**src/rtl/cfg_pkg.sv**
```systemverilog
// Shared opcode/state types and header field positions for the configuration register file.
package cfg_pkg;

    typedef enum logic [3:0] {
        OP_WR     = 4'd1,
        OP_RD     = 4'd2,
        OP_RST    = 4'd3,
        OP_LOCK   = 4'd4,
        OP_UNLOCK = 4'd5
    } cfg_op_e;

    typedef enum logic [2:0] {
        ST_IDLE,
        ST_DATA,
        ST_COMMIT,
        ST_PEND,
        ST_RESP
    } cfg_state_e;

    localparam int HDR_OP_MSB   = 7;
    localparam int HDR_OP_LSB   = 4;
    localparam int HDR_ADDR_MSB = 3;
    localparam int HDR_ADDR_LSB = 0;

    function automatic int data_bytes(input int width);
        return (width + 7) / 8;
    endfunction

endpackage

```
**src/rtl/cfg_byte_serializer.sv**
```systemverilog
// Sends one register snapshot as DATA_BYTES bytes, MSB first, over a valid/ready handshake.
module cfg_byte_serializer
    import cfg_pkg::*;
#(
    parameter int DATA_W = 12
) (
    input  logic              clk,
    input  logic              rst,
    input  logic              load,
    input  logic [DATA_W-1:0] word,
    output logic [7:0]        rsp_data,
    output logic              rsp_valid,
    input  logic              rsp_ready,
    output logic              last
);

    localparam int DATA_BYTES = data_bytes(DATA_W);
    localparam int SH_W       = 8 * DATA_BYTES;

    logic [SH_W-1:0] shift_q, shift_d;
    logic [1:0]      cnt_q, cnt_d;
    logic            valid_q, valid_d;
    logic            fire;

    assign fire      = valid_q & rsp_ready;
    assign last      = fire && (cnt_q == 2'd0);
    assign rsp_valid = valid_q;
    assign rsp_data  = shift_q[SH_W-1 -: 8];

    always_comb begin
        shift_d = shift_q;
        cnt_d   = cnt_q;
        valid_d = valid_q;
        if (load) begin
            shift_d = SH_W'(word);
            cnt_d   = 2'(DATA_BYTES - 1);
            valid_d = 1'b1;
        end else if (fire) begin
            // The final byte stays on rsp_data after the handshake.
            if (cnt_q == 2'd0) begin
                valid_d = 1'b0;
            end else begin
                shift_d = SH_W'({shift_q, 8'h00});
                cnt_d   = cnt_q - 2'd1;
            end
        end
    end

    always_ff @(posedge clk or posedge rst) begin
        if (rst) begin
            shift_q <= '0;
            cnt_q   <= '0;
            valid_q <= 1'b0;
        end else begin
            shift_q <= shift_d;
            cnt_q   <= cnt_d;
            valid_q <= valid_d;
        end
    end

endmodule

```
**src/rtl/cfg_regfile.sv**
```systemverilog
// Framed byte-command decoder driving NUM_REGS config registers with lock, stall, restore and readback.
module cfg_regfile
    import cfg_pkg::*;
#(
    parameter int                         NUM_REGS    = 8,
    parameter int                         DATA_W      = 12,
    parameter logic [NUM_REGS*DATA_W-1:0] RESET_VAL   = '0,
    parameter int                         TIMEOUT_CYC = 1_000_000
) (
    input  logic                         clk,
    input  logic                         rst,
    input  logic [7:0]                   in_data,
    input  logic                         in_valid,
    output logic                         in_ready,
    input  logic [NUM_REGS-1:0]          stall,
    output logic [NUM_REGS*DATA_W-1:0]   cfg_q,
    output logic [NUM_REGS-1:0]          cfg_update,
    output logic [7:0]                   rsp_data,
    output logic                         rsp_valid,
    input  logic                         rsp_ready,
    output logic [7:0]                   err_cnt
);

    localparam int          DATA_BYTES = data_bytes(DATA_W);
    localparam int          SH_W       = 8 * DATA_BYTES;
    localparam logic [31:0] TMO_LOAD   = 32'(TIMEOUT_CYC - 1);

    cfg_state_e        state_q, state_d;
    logic [DATA_W-1:0] regs_q [NUM_REGS];
    logic [DATA_W-1:0] regs_d [NUM_REGS];
    logic [NUM_REGS-1:0] lock_q, lock_d;
    logic [NUM_REGS-1:0] upd_q, upd_d;
    logic [3:0]        addr_q, addr_d;
    logic [SH_W-1:0]   shadow_q, shadow_d;
    logic [1:0]        cnt_q, cnt_d;
    logic [31:0]       tmo_q, tmo_d;
    logic [7:0]        err_q, err_d;

    cfg_op_e           hdr_op;
    logic [3:0]        hdr_addr;
    logic              hdr_addr_ok, pend_addr_ok;
    logic              pend_stall, pend_lock;
    logic [DATA_W-1:0] rd_word;
    logic              in_fire, err, do_write;
    logic              ser_load, ser_last;

    assign in_ready   = (state_q == ST_IDLE) || (state_q == ST_DATA);
    assign in_fire    = in_valid & in_ready;
    assign hdr_op     = cfg_op_e'(in_data[HDR_OP_MSB:HDR_OP_LSB]);
    assign hdr_addr   = in_data[HDR_ADDR_MSB:HDR_ADDR_LSB];
    assign cfg_update = upd_q;
    assign err_cnt    = err_q;

    for (genvar g = 0; g < NUM_REGS; g++) begin : g_flat
        assign cfg_q[g*DATA_W +: DATA_W] = regs_q[g];
    end

    always_comb begin
        hdr_addr_ok  = int'(hdr_addr) < NUM_REGS;
        pend_addr_ok = int'(addr_q) < NUM_REGS;
        rd_word      = '0;
        pend_stall   = 1'b0;
        pend_lock    = 1'b0;
        for (int i = 0; i < NUM_REGS; i++) begin
            if (hdr_addr == 4'(i)) rd_word = regs_q[i];
            if (addr_q == 4'(i)) begin
                pend_stall = stall[i];
                pend_lock  = lock_q[i];
            end
        end
    end

    always_comb begin
        state_d  = state_q;
        regs_d   = regs_q;
        lock_d   = lock_q;
        upd_d    = '0;
        addr_d   = addr_q;
        shadow_d = shadow_q;
        cnt_d    = cnt_q;
        tmo_d    = tmo_q;
        err      = 1'b0;
        do_write = 1'b0;
        ser_load = 1'b0;
        case (state_q)
            ST_IDLE: begin
                if (in_fire) begin
                    addr_d = hdr_addr;
                    case (hdr_op)
                        OP_WR: begin
                            state_d  = ST_DATA;
                            cnt_d    = 2'(DATA_BYTES - 1);
                            shadow_d = '0;
                            tmo_d    = TMO_LOAD;
                        end
                        OP_RD: begin
                            if (hdr_addr_ok) begin
                                ser_load = 1'b1;
                                state_d  = ST_RESP;
                            end else begin
                                err = 1'b1;
                            end
                        end
                        OP_RST: begin
                            for (int i = 0; i < NUM_REGS; i++) begin
                                if (!lock_q[i]) begin
                                    regs_d[i] = RESET_VAL[i*DATA_W +: DATA_W];
                                    upd_d[i]  = 1'b1;
                                end
                            end
                        end
                        OP_LOCK, OP_UNLOCK: begin
                            if (hdr_addr_ok) begin
                                for (int i = 0; i < NUM_REGS; i++) begin
                                    if (hdr_addr == 4'(i)) lock_d[i] = (hdr_op == OP_LOCK);
                                end
                            end else begin
                                err = 1'b1;
                            end
                        end
                        default: err = 1'b1;
                    endcase
                end
            end
            ST_DATA: begin
                if (in_fire) begin
                    shadow_d = SH_W'({shadow_q, in_data});
                    tmo_d    = TMO_LOAD;
                    if (cnt_q == 2'd0) state_d = ST_COMMIT;
                    else               cnt_d   = cnt_q - 2'd1;
                end else if (tmo_q == 32'd0) begin
                    err     = 1'b1;
                    state_d = ST_IDLE;
                end else begin
                    tmo_d = tmo_q - 32'd1;
                end
            end
            ST_COMMIT: begin
                state_d = ST_IDLE;
                if (!pend_addr_ok || pend_lock) err = 1'b1;
                else if (pend_stall)            state_d = ST_PEND;
                else                            do_write = 1'b1;
            end
            ST_PEND: begin
                if (!pend_stall) begin
                    do_write = 1'b1;
                    state_d  = ST_IDLE;
                end
            end
            ST_RESP: begin
                if (ser_last) state_d = ST_IDLE;
            end
            default: state_d = ST_IDLE;
        endcase

        // Bits of the assembled frame above DATA_W are dropped here.
        if (do_write) begin
            for (int i = 0; i < NUM_REGS; i++) begin
                if (addr_q == 4'(i)) begin
                    regs_d[i] = shadow_q[DATA_W-1:0];
                    upd_d[i]  = 1'b1;
                end
            end
        end

        err_d = (err && (err_q != 8'hFF)) ? err_q + 8'd1 : err_q;
    end

    always_ff @(posedge clk or posedge rst) begin
        if (rst) begin
            state_q  <= ST_IDLE;
            for (int i = 0; i < NUM_REGS; i++) regs_q[i] <= RESET_VAL[i*DATA_W +: DATA_W];
            lock_q   <= '0;
            upd_q    <= '0;
            addr_q   <= '0;
            shadow_q <= '0;
            cnt_q    <= '0;
            tmo_q    <= '0;
            err_q    <= '0;
        end else begin
            state_q  <= state_d;
            regs_q   <= regs_d;
            lock_q   <= lock_d;
            upd_q    <= upd_d;
            addr_q   <= addr_d;
            shadow_q <= shadow_d;
            cnt_q    <= cnt_d;
            tmo_q    <= tmo_d;
            err_q    <= err_d;
        end
    end

    cfg_byte_serializer #(
        .DATA_W (DATA_W)
    ) u_ser (
        .clk       (clk),
        .rst       (rst),
        .load      (ser_load),
        .word      (rd_word),
        .rsp_data  (rsp_data),
        .rsp_valid (rsp_valid),
        .rsp_ready (rsp_ready),
        .last      (ser_last)
    );

endmodule

```
**config.mk**
```make
export PLATFORM = sky130hd
export DESIGN_NAME = cfg_regfile
export DESIGN_NICKNAME = d
export VERILOG_FILES = /design/src/rtl/cfg_pkg.sv /design/src/rtl/cfg_byte_serializer.sv /design/src/rtl/cfg_regfile.sv
export SDC_FILE = /design/constraint.sdc
export NUM_CORES = 1
export LEC_CHECK = 0
export ABC_CLOCK_PERIOD_IN_PS = 12000
export BUFFER_PORTS_ARGS = -buffer_cell sky130_fd_sc_hd__buf_4
export CAP_MARGIN = 30
export CELL_PAD_IN_SITES_DETAIL_PLACEMENT = 1
export CELL_PAD_IN_SITES_GLOBAL_PLACEMENT = 1
export CORE_AREA = 2 2 185 187
export DETAILED_ROUTE_END_ITERATION = 16
export DIE_AREA = 0 0 187 189
export PLACE_DENSITY = 0.63
export SETUP_SLACK_MARGIN = 0.02
export SYNTH_ARGS = -nofsm -noshare
export SYNTH_HDL_FRONTEND = slang
export SYNTH_SLANG_ARGS = --single-unit
```
**constraint.sdc**
```tcl
create_clock -name clk -period 12 [get_ports clk]
set_clock_uncertainty 0.2 [all_clocks]
set_input_delay 0.6 -clock clk [delete_from_list [all_inputs] [get_ports clk]]
set_output_delay 0.6 -clock clk [all_outputs]
set_load 0.05 [all_outputs]
```
Yosys cells after proc, flatten, opt, wreduce, memory -nomap -nowiden
Cells that the tools add are included.
- logic and storage cells: 214
- register bits after elaboration: 192
- output and inout port bits: 122
- eq/ne operators: 36
- $add $sub $neg: 4
- reduce and logical (&&, ||, !) cells: 32
- bitwise operators: 2
- magnitude comparators: 2
- mux-type cells: 112
- operator list (kind ; number):
    $mux 96 ; 4
    $mux 12 ; 27
    $mux 32 ; 4
    $pmux 32 s2 ; 1
    $mux 16 ; 3
    $mux 1 ; 46
    $reduce_and 5->1 ; 9
    $eq 4x3->1 const B ; 10
    $logic_not 32->1 ; 1
    $mux 8 ; 4
    $sub 32x1->32 const B ; 1
    $eq 4x2->1 const B ; 6
    $pmux 12 s2 ; 1
    $mux 3 ; 7
    $mux 2 ; 9
    $pmux 3 s5 ; 1
    $eq 4x1->1 const B ; 3
    $ne 2x2->1 const B ; 6
    $add 8x1->8 const B ; 1
    $logic_not 4->1 ; 2
    $lt 4x4->1 const B ; 2
    $ne 8x8->1 const B ; 1
    $reduce_and 4->1 ; 2
    $reduce_and 7->1 ; 1
    other kinds (22) ; 36

Depth between registers and ports, before layout
Gate-level depths: netlist of the first run.
- depth after elaboration: 13
- gate-level depth with buffers: 10
- gate-level depth less buffers: 8

Cells and area by module
A second synthesis of the first run with hierarchy kept.
- cell total of the unflattened synthesis: 959
- area total of the unflattened synthesis: 9339.0 µm²
- by module, submodules not included (module ; times used ; seq. area each (µm²) ; area an instance (µm²) ; cells each):
    cfg_regfile ; 1 ; 4329.2 ; 8435.6 ; 885
    cfg_byte_serializer ; 1 ; 475.5 ; 903.4 ; 74

Worst setup path before layout of the first run
No wires, ideal clock.
- path type: reg2reg
- from: register state_q[1]
- to: register tmo_q[30]
- library setup time: 83 ps
- arrival: 2587 ps
- setup slack: 9130 ps
- stages on the path, launching flop included: 8
- required time: 11717 ps
- path buffers: 2
- path through: dfrtp_1 clkbuf_1 nor2_1 nand2b_1 buf_1 nor4_2 or4b_1 o21ai_0
- longest elaborated chain between the ends: 5
- ends and longest elaborated chain (item ; RTL line ; source):
    start: declaration ; cfg_regfile.sv:28 ; cfg_state_e state_q, state_d;
    start signal: assignment ; cfg_regfile.sv:181 ; state_q <= state_d;
    $eq 3x1->1 / $logic_not 3->1 (equally long branches) ; cfg_regfile.sv:47 ; assign in_ready = (state_q == ST_IDLE) || (state_q == ST_DATA);
    $logic_or 1x1->1 (*) ; cfg_regfile.sv:47 ;
    via in_ready ; cfg_regfile.sv:14 ; output logic in_ready,
    $and 1x1->1 (*) ; cfg_regfile.sv:48 ; assign in_fire = in_valid & in_ready;
    $ne 3x3->1 (no line) (tied with other cells) ; n/a ;
    $reduce_and 4->1 (no line) / $pmux 32 s2 (equally long branches) ; n/a ;
    end signal: assignment ; cfg_regfile.sv:188 ; tmo_q <= tmo_d;
    end: declaration ; cfg_regfile.sv:36 ; logic [31:0] tmo_q, tmo_d;
The timed path passes the listed nets; every way through them passes the cells marked *.
A chain may end at the register's enable or synchronous reset.

Final worst setup path of the first run
- from: register state_q[2]
- to: register tmo_q[31]
- longest elaborated chain between the ends: 5
- ends and longest elaborated chain (item ; RTL line):
    $eq 3x1->1 / $logic_not 3->1 (equally long branches) ; cfg_regfile.sv:47, cfg_regfile.sv:85
    $logic_or 1x1->1 ; cfg_regfile.sv:47
    $and 1x1->1 ; cfg_regfile.sv:48
    $ne 3x3->1 (no line) (tied with other cells) ; n/a
    $reduce_and 4->1 (no line) / $pmux 32 s2 (equally long branches) ; n/a
Parallel ways exist; a longest one is shown, timed or not.

==> results of run 1 <==
[worst max-delay path: stages (launching register included)]
cell     delay, ns
dfrtp_1       0.51
or4b_2        0.78
nor4_2        0.36
and4_1        0.72
nor3_4        0.19
and3_2        0.25
o21a_1        0.16
[cell type report]
| type | count | area, um2 | area share (%) |
|---|---|---|---|
| tap | 448 | 561 | 4.70 |
| inverter | 33 | 131 | 1.10 |
| timing repair buffer | 154 | 1230 | 10.3 |
| sequential | 192 | 4800 | 40.3 |
| clock buffer | 18 | 439 | 3.68 |
| clock inverter | 14 | 165 | 1.38 |
| multi-input combinational | 729 | 4600 | 38.6 |
[per-stage QoR]
step                      power (mW)  cell area (um2)  hold WS, ns  instances  util, %
after floorplan                 1.84             9880        0.269       1028        -
after global placement          2.25            11200        0.287       1547     33.6
after detailed placement        2.28            11200        0.294       1551     33.7
after CTS                       2.89            11800        0.173       1583     35.6
after global routing            3.02            11900        0.152       1588     35.9
final                           2.87            11900       0.0714       1588     35.9
[cell usage after synthesis (all sizes together) (9+ instances only)]
cell	instances
nor4	10
a2bb2oi	15
or2	9
mux2i	101
nand2	171
clkinv	13
o21ai	44
o211ai	9
dfrtp	192
buf	30
inv	20
nand3	28
xnor2	17
nor2b	13
nor3	20
clkbuf	44
nand2b	16
a31oi	12
nor2	81
o2111ai	10
a21oi	50
[power groups by stage]
stage | logic, mW | clock network [mW] | registers (mW)
floorplan | 0.486 | 0 | 1.36
detailed placement | 1.26 | 0 | 1.02
global route | 1.35 | 0.638 | 1.03
finish | 1.26 | 0.600 | 1.01
CTS | 1.27 | 0.618 | 1.01
global placement | 1.23 | 0 | 1.02
[final timing paths]
kind / startpoint / depth (start not counted) / slack, ns / endpoint
worst max register to register: state_q[2] / 6 / 8.72 / tmo_q[31]
min in group clk: rsp_ready / 4 / 0.21 / u_ser.rsp_valid
worst min register to register: u_ser.shift_q[2] / 2 / 0.31 / u_ser.shift_q[2]
max in group asynchronous: rst / 5 / 10.49 / shadow_q[9]
worst max-delay path: state_q[2] / 6 / 8.72 / tmo_q[31]
worst min-delay path: rst / 3 / 0.07 / u_ser.rsp_valid
[cells by family (layout without fill, tap and decap cells)]
logic type	Yosys count	in the layout
compound gates	189	189
xor+xnor	24	24
fa+ha+maj	4	4
buf+inv	107	219
flops	192	192
mux	105	105
simple gates	407	407
[per-layer routing]
layer,wire [um],GRT usage (%),part of all wire (%),up-vias
met2,15500,30.6,47,125
met3,854,2.80,2.6,18
met1,16100,26.2,49,4146
li1,-,-,-,3813
met4,342,4.88,1.0,0
met5,0,0,0,-
[flip-flops by register name, summed over array words and instances (netlist names)]
register,count
u_ser.rsp_valid,1
addr_q,4
cfg_update,8
u_ser.shift_q,16
cfg_q,96
state_q,3
u_ser.cnt_q,2
cnt_q,2
err_cnt,8
tmo_q,32
lock_q,8
shadow_q,12
==> key figures, run 1 <==
Cells and area
  – Leading cell type in the layout, fill and taps excluded: dfrtp_1
  – Fraction of layout cells with a size suffix above 1: about a fifth
  – Final-layout fill cell count: 3,814
  – Most frequent cells in the layout: 192 x dfrtp_1, 171 x nand2_1, 146 x buf_4, 101 x mux2i_1, 81 x nor2_1
  – Area Growth Syn to Fin: 20.8%
  – N_diodes: 0
  – Final-stage net count: 1,151

Floorplanning
  – Die area: 0.0353 mm2
  – Die height: 189 um
  – Core Rows: 67
  – Starting Density: 29.7%
  – Die width: between 150 and 200 um
  – Boundary Pins: 142
  – Core Area: around 0.033 mm2

Logic synthesis
  – Sequential area share after synthesis: around half
  – Yosys warns: 0
  – Top FF cell, synth: dfrtp_1
  – #FFs+latches synth: 192
  – Syn Nets: 1,052
  – Yosys cell types: 71
  – Adder-cell share of the synthesized area: 0.507%
  – XOR/XNOR Fraction of Synth Area: 2.13%
  – Mapped Cells: 1,028
  – Async S/R FF share, synth: 100%
  – Synth area leader: dfrtp_1
  – Post-synth EDFFs: 0
  – Main combinational cell family by area after synthesis: simple AND/OR/NAND/NOR gates
  – Synth top area share: roughly half
  – Multiplexer share of the synthesized area: a little over a tenth
  – Top cells by area, synth: dfrtp_1 49%, mux2i_1 10%, nand2_1 6.5%
  – Simple logic cell fraction of the synthesized area: 20.2%
  – Syn Std Cell Area: 0.00988 mm2
  – Compound-Gate Fraction of Synth Area: 13.0%
  – Avg Cell Area, Syn: 9.61 um2

STA
  – RSZ-0062 raised after global routing: false
  – FMAX: 305 MHz
  – Slew @ Worst Pin: 1.02 ns
  – Final worst-path cycle share: 27.3%
  – Final hold violations: 0
  – Fin Setup TNS: 0 ns
  – Final worst slack: between 8 and 9 ns
  – Crit path time final: 3.28 ns
  – Setup violations, final: 0
  – Fin. max-slew vios: 0
  – Relative slew slack: 32.1%

Power and ir drop
  – Gate power share: 44.0%
  – Sw frac: 48.2%
  – Power density over cell area: 240 mW/mm2
  – Sw Pwr: 1.38 mW
  – Leakage power total: 5.85 nW
  – Clock Power Share: 20.9%
  – VDD IR max: 0.144 mV
  – P_int: 1.48 mW
  – Part of the power in registers: a little over a third

Clock tree
  – Hold_buf cts: 0
  – Setup Buffers After CTS: 0
  – CTS Buf Count: 17
  – Worst-Skew Late Latency: 0.47 ns
  – H-tree depth: 4
  – Clk sinks: 192
  – CTS tree: done
  – Longest Clk Path Bufs: 2
  – Cts repair resizes: 0
  – CTS root buf: clkbuf_16
  – CTS clk-pin slew, worst paths: 0.08 ns

GRT
  – Largest net degree at the start of global routing: 123
  – Total gr overflow: 0
  – Aggregate global-route resource usage: 18.8%
  – Vias in the first global route: 8,375
  – First-pass GRT wire length: between 50,000 and 60,000 um
  – Antenna violations before repair: 0

Critical path
  – Worst path required time: 12.15 ns
  – CP Max Fanout: 16
  – WS Path Type: reg2reg
  – Crit. End Element: flop
  – Worst Path Arrival: 3.43 ns
  – Critical Path Source Type: flop

Job
  – Max-cap viol count: 0

Routing
  – Pre-Repair DR Iteration Count: 5
  – Vias/cell: around 5
  – DR DRC count: 0
  – Initial drt markers: 442
  – WL/cell: between 20 and 25 um
  – Routed Antenna Nets: 0
  – DR vias: slightly above 8,000
  – Drt total wl: 32,800 um

Status
  – Status: completed

Placed design
  – Pre-CTS setup slack: 8.55 ns
  – Post-detail-place hpwl: 23,300 um
  – GPL Wtd Cong: roughly 0.78
  – Port Buf Inserts: 141

Hold path
  – HP Class: in2async
Note: power is estimated with default switching activity, not from simulation.
==> run 2: changes to the inputs <==
--- a/config.mk
+++ b/config.mk
@@ -5,7 +5,7 @@
 export SDC_FILE = /design/constraint.sdc
 export NUM_CORES = 1
 export LEC_CHECK = 0
-export ABC_CLOCK_PERIOD_IN_PS = 12000
+export ABC_CLOCK_PERIOD_IN_PS = 3420
 export BUFFER_PORTS_ARGS = -buffer_cell sky130_fd_sc_hd__buf_4
 export CAP_MARGIN = 30
 export CELL_PAD_IN_SITES_DETAIL_PLACEMENT = 1
==> constraint.sdc (replaced) <==
create_clock -name clk -period 3.42 [get_ports clk]
set_clock_uncertainty 0.2 [all_clocks]
set_input_delay 0.171 -clock clk [delete_from_list [all_inputs] [get_ports clk]]
set_output_delay 0.171 -clock clk [all_outputs]
set_load 0.05 [all_outputs]
==> key figures, run 2 (synthesis results as in run 1) <==
Clock tree
  – CTS Buf Count: 17 (unchanged)
  – Longest Clk Path Bufs: 2 (unchanged)
  – Clk sinks: 192 (unchanged)
  – CTS root buf: clkbuf_16
  – CTS clk-pin slew, worst paths: 0.08 ns (about the same)
  – CTS tree: done
  – H-tree depth: 4 (unchanged)
  – Worst-Skew Late Latency: 0.45 ns (-0.02 ns)

Cells and area
  – Register area: 0.00480 mm2 (unchanged)
  – Final-layout fill cell count: 3,831 (+0.45%)
  – Final-stage net count: 1,179 (+2.4%)
  – N_diodes: 0 (unchanged)
  – Area Growth Syn to Fin: 23.2%
  – Fraction of layout cells with a size suffix above 1: 21.2% (+1.1 points)
  – Leading cell type in the layout, fill and taps excluded: dfrtp_1
  – Max reg flops: 96 (unchanged)
  – Multi-input logic area: 0.00460 mm2 (unchanged)
  – Most frequent cells in the layout: 192 x dfrtp_1, 172 x buf_4, 171 x nand2_1, 101 x mux2i_1, 81 x nor2_1

STA
  – Fin Setup TNS: 0 ns (unchanged)
  – Crit path time final: 3.13 ns (-0.145 ns)
  – Slew @ Worst Pin: 0.881 ns (-0.136 ns)
  – Fin. max-slew vios: 0 (unchanged)
  – Final worst-path cycle share: 91.6% (+64 points)
  – Setup violations, final: 0 (unchanged)
  – Final hold violations: 0 (unchanged)
  – RSZ-0062 raised after global routing: false
  – FMAX: 319 MHz (+4.6%)
  – Relative slew slack: 39.7% (+7.7 points)

Routing
  – DR DRC count: 0 (unchanged)
  – Drt total wl: 33,000 um (+0.60%)
  – Initial drt markers: 458 (+3.6%)
  – Vias/cell: 5.11 (about the same)
  – DR vias: 8,251 (+1.8%)
  – WL/cell: 20.4 um (-1.1%)
  – Pre-Repair DR Iteration Count: 5 (unchanged)
  – Routed Antenna Nets: 0 (unchanged)

Job
  – Max-cap viol count: 0 (unchanged)

Placed design
  – GPL Wtd Cong: 0.791 (+1.9%)
  – Post-detail-place hpwl: 23,600 um (+1.4%)
  – Port Buf Inserts: 141 (unchanged)

GRT
  – Total gr overflow: 0 (unchanged)
  – Aggregate global-route resource usage: 19.0% (+0.17 points)
  – Vias in the first global route: 8,625 (+3.0%)
  – First-pass GRT wire length: 52,200 um (+1.2%)
  – Gr busiest metal: met2
  – M3 GR Usage: 3.60% (+0.80 points)
  – Met1 GRT Util: 26.4% (+0.11 points)
  – Antenna violations before repair: 0 (unchanged)
  – Met2 Use GR: 30.7% (+0.17 points)
  – Largest net degree at the start of global routing: 99 (-20%)

Power and ir drop
  – Power density over cell area: 849 mW/mm2 (+250%)
  – VDD IR max: 0.524 mV (+260%)
  – Leakage power total: 5.99 nW (+2.4%)
  – Power after layout: 10.3 mW (+260%)

Critical path
  – CP Max Fanout: 6 (-10)
  – Critical Path Source Type: flop
  – Worst path required time: 3.59 ns (-8.56 ns)
  – Worst Path Arrival: 3.31 ns (-0.12 ns)
  – Crit. End Element: flop
  – WS Path Type: reg2reg

Hold path
  – HP Class: in2async

Status
  – Status: completed

Floorplanning
  – Core Rows: 67 (unchanged)
  – Die area: 0.0353 mm2 (unchanged)
  – Core Area: 0.0333 mm2 (unchanged)
  – Starting Density: 29.7% (unchanged)
  – Die width: 187 um (unchanged)
  – Boundary Pins: 142 (unchanged)
  – Die height: 189 um (unchanged)
==> run 2: area by class of cell <==
cell class,count,area share [%]
repair buffers,182,11.6
multi-input cells,729,37.8
inverters,33,1.05
clock inverters,13,1.89
clock buffers,19,3.64
well taps,448,4.60
flip-flops and latches,192,39.5
==> run 2: per-stage QoR <==
stage	area [um2]	std cells	utilization (%)	setup slack, ns	hold WS (ns)
floorplan	9880	1028	-	0.550	0.0878
global placement	11400	1575	34.3	0.364	0.00850
detailed placement	11400	1576	34.3	0.296	0.00667
CTS	12200	1616	36.6	0.286	0.0625
global route	12200	1616	36.6	0.0425	0.0957
finish	12200	1616	36.6	0.286	0.0917
==> run 2: layer usage <==
| layer | routed length [um] | up-vias |
|---|---|---|
| met1 | 15900 | 4203 |
| li1 | - | 3859 |
| met4 | 377 | 0 |
| met5 | 0 | - |
| met2 | 15400 | 162 |
| met3 | 1370 | 27 |
==> run 2: critical path, cell delays in order (launching register included) <==
cell and delay [ns]:
dfrtp_1 0.44, inv_1 0.08, ha_1 0.16, nor3b_1 0.40, nand2_1 0.21, or4_1 0.52, nor4_2 0.47, or4b_1 0.47
o21ai_0 0.09
==> run 2: report_power, final <==
part / switching, mW / internal, mW / total, mW / leakage (nW)
registers: 0.633 / 2.87 / 3.50 / 2.55
clock network: 0.938 / 1.40 / 2.33 / 0.332
logic: 3.17 / 1.33 / 4.51 / 3.11
==> run 2: path summary, 6_finish.rpt <==
kind	start	end	slack, ns	cells after the start
setup / recovery	tmo_q[0]	tmo_q[30]	0.29	8
hold / removal	rst	cfg_q[86]	0.09	3
setup reg to reg	tmo_q[0]	tmo_q[30]	0.29	8
hold reg to reg	err_cnt[5]	err_cnt[5]	0.30	1
max in group asynchronous	rst	cfg_q[90]	2.03	4
min in group clk	in_data[3]	u_ser.shift_q[6]	0.09	3
==> run 2: repair_timing <==
action,4_1_cts,5_1_grt
resized for setup,0,0
setup buffers,0,0
hold endpoints to repair,66,0
endpoints found under the setup margin,0,0
hold buffers,8,0
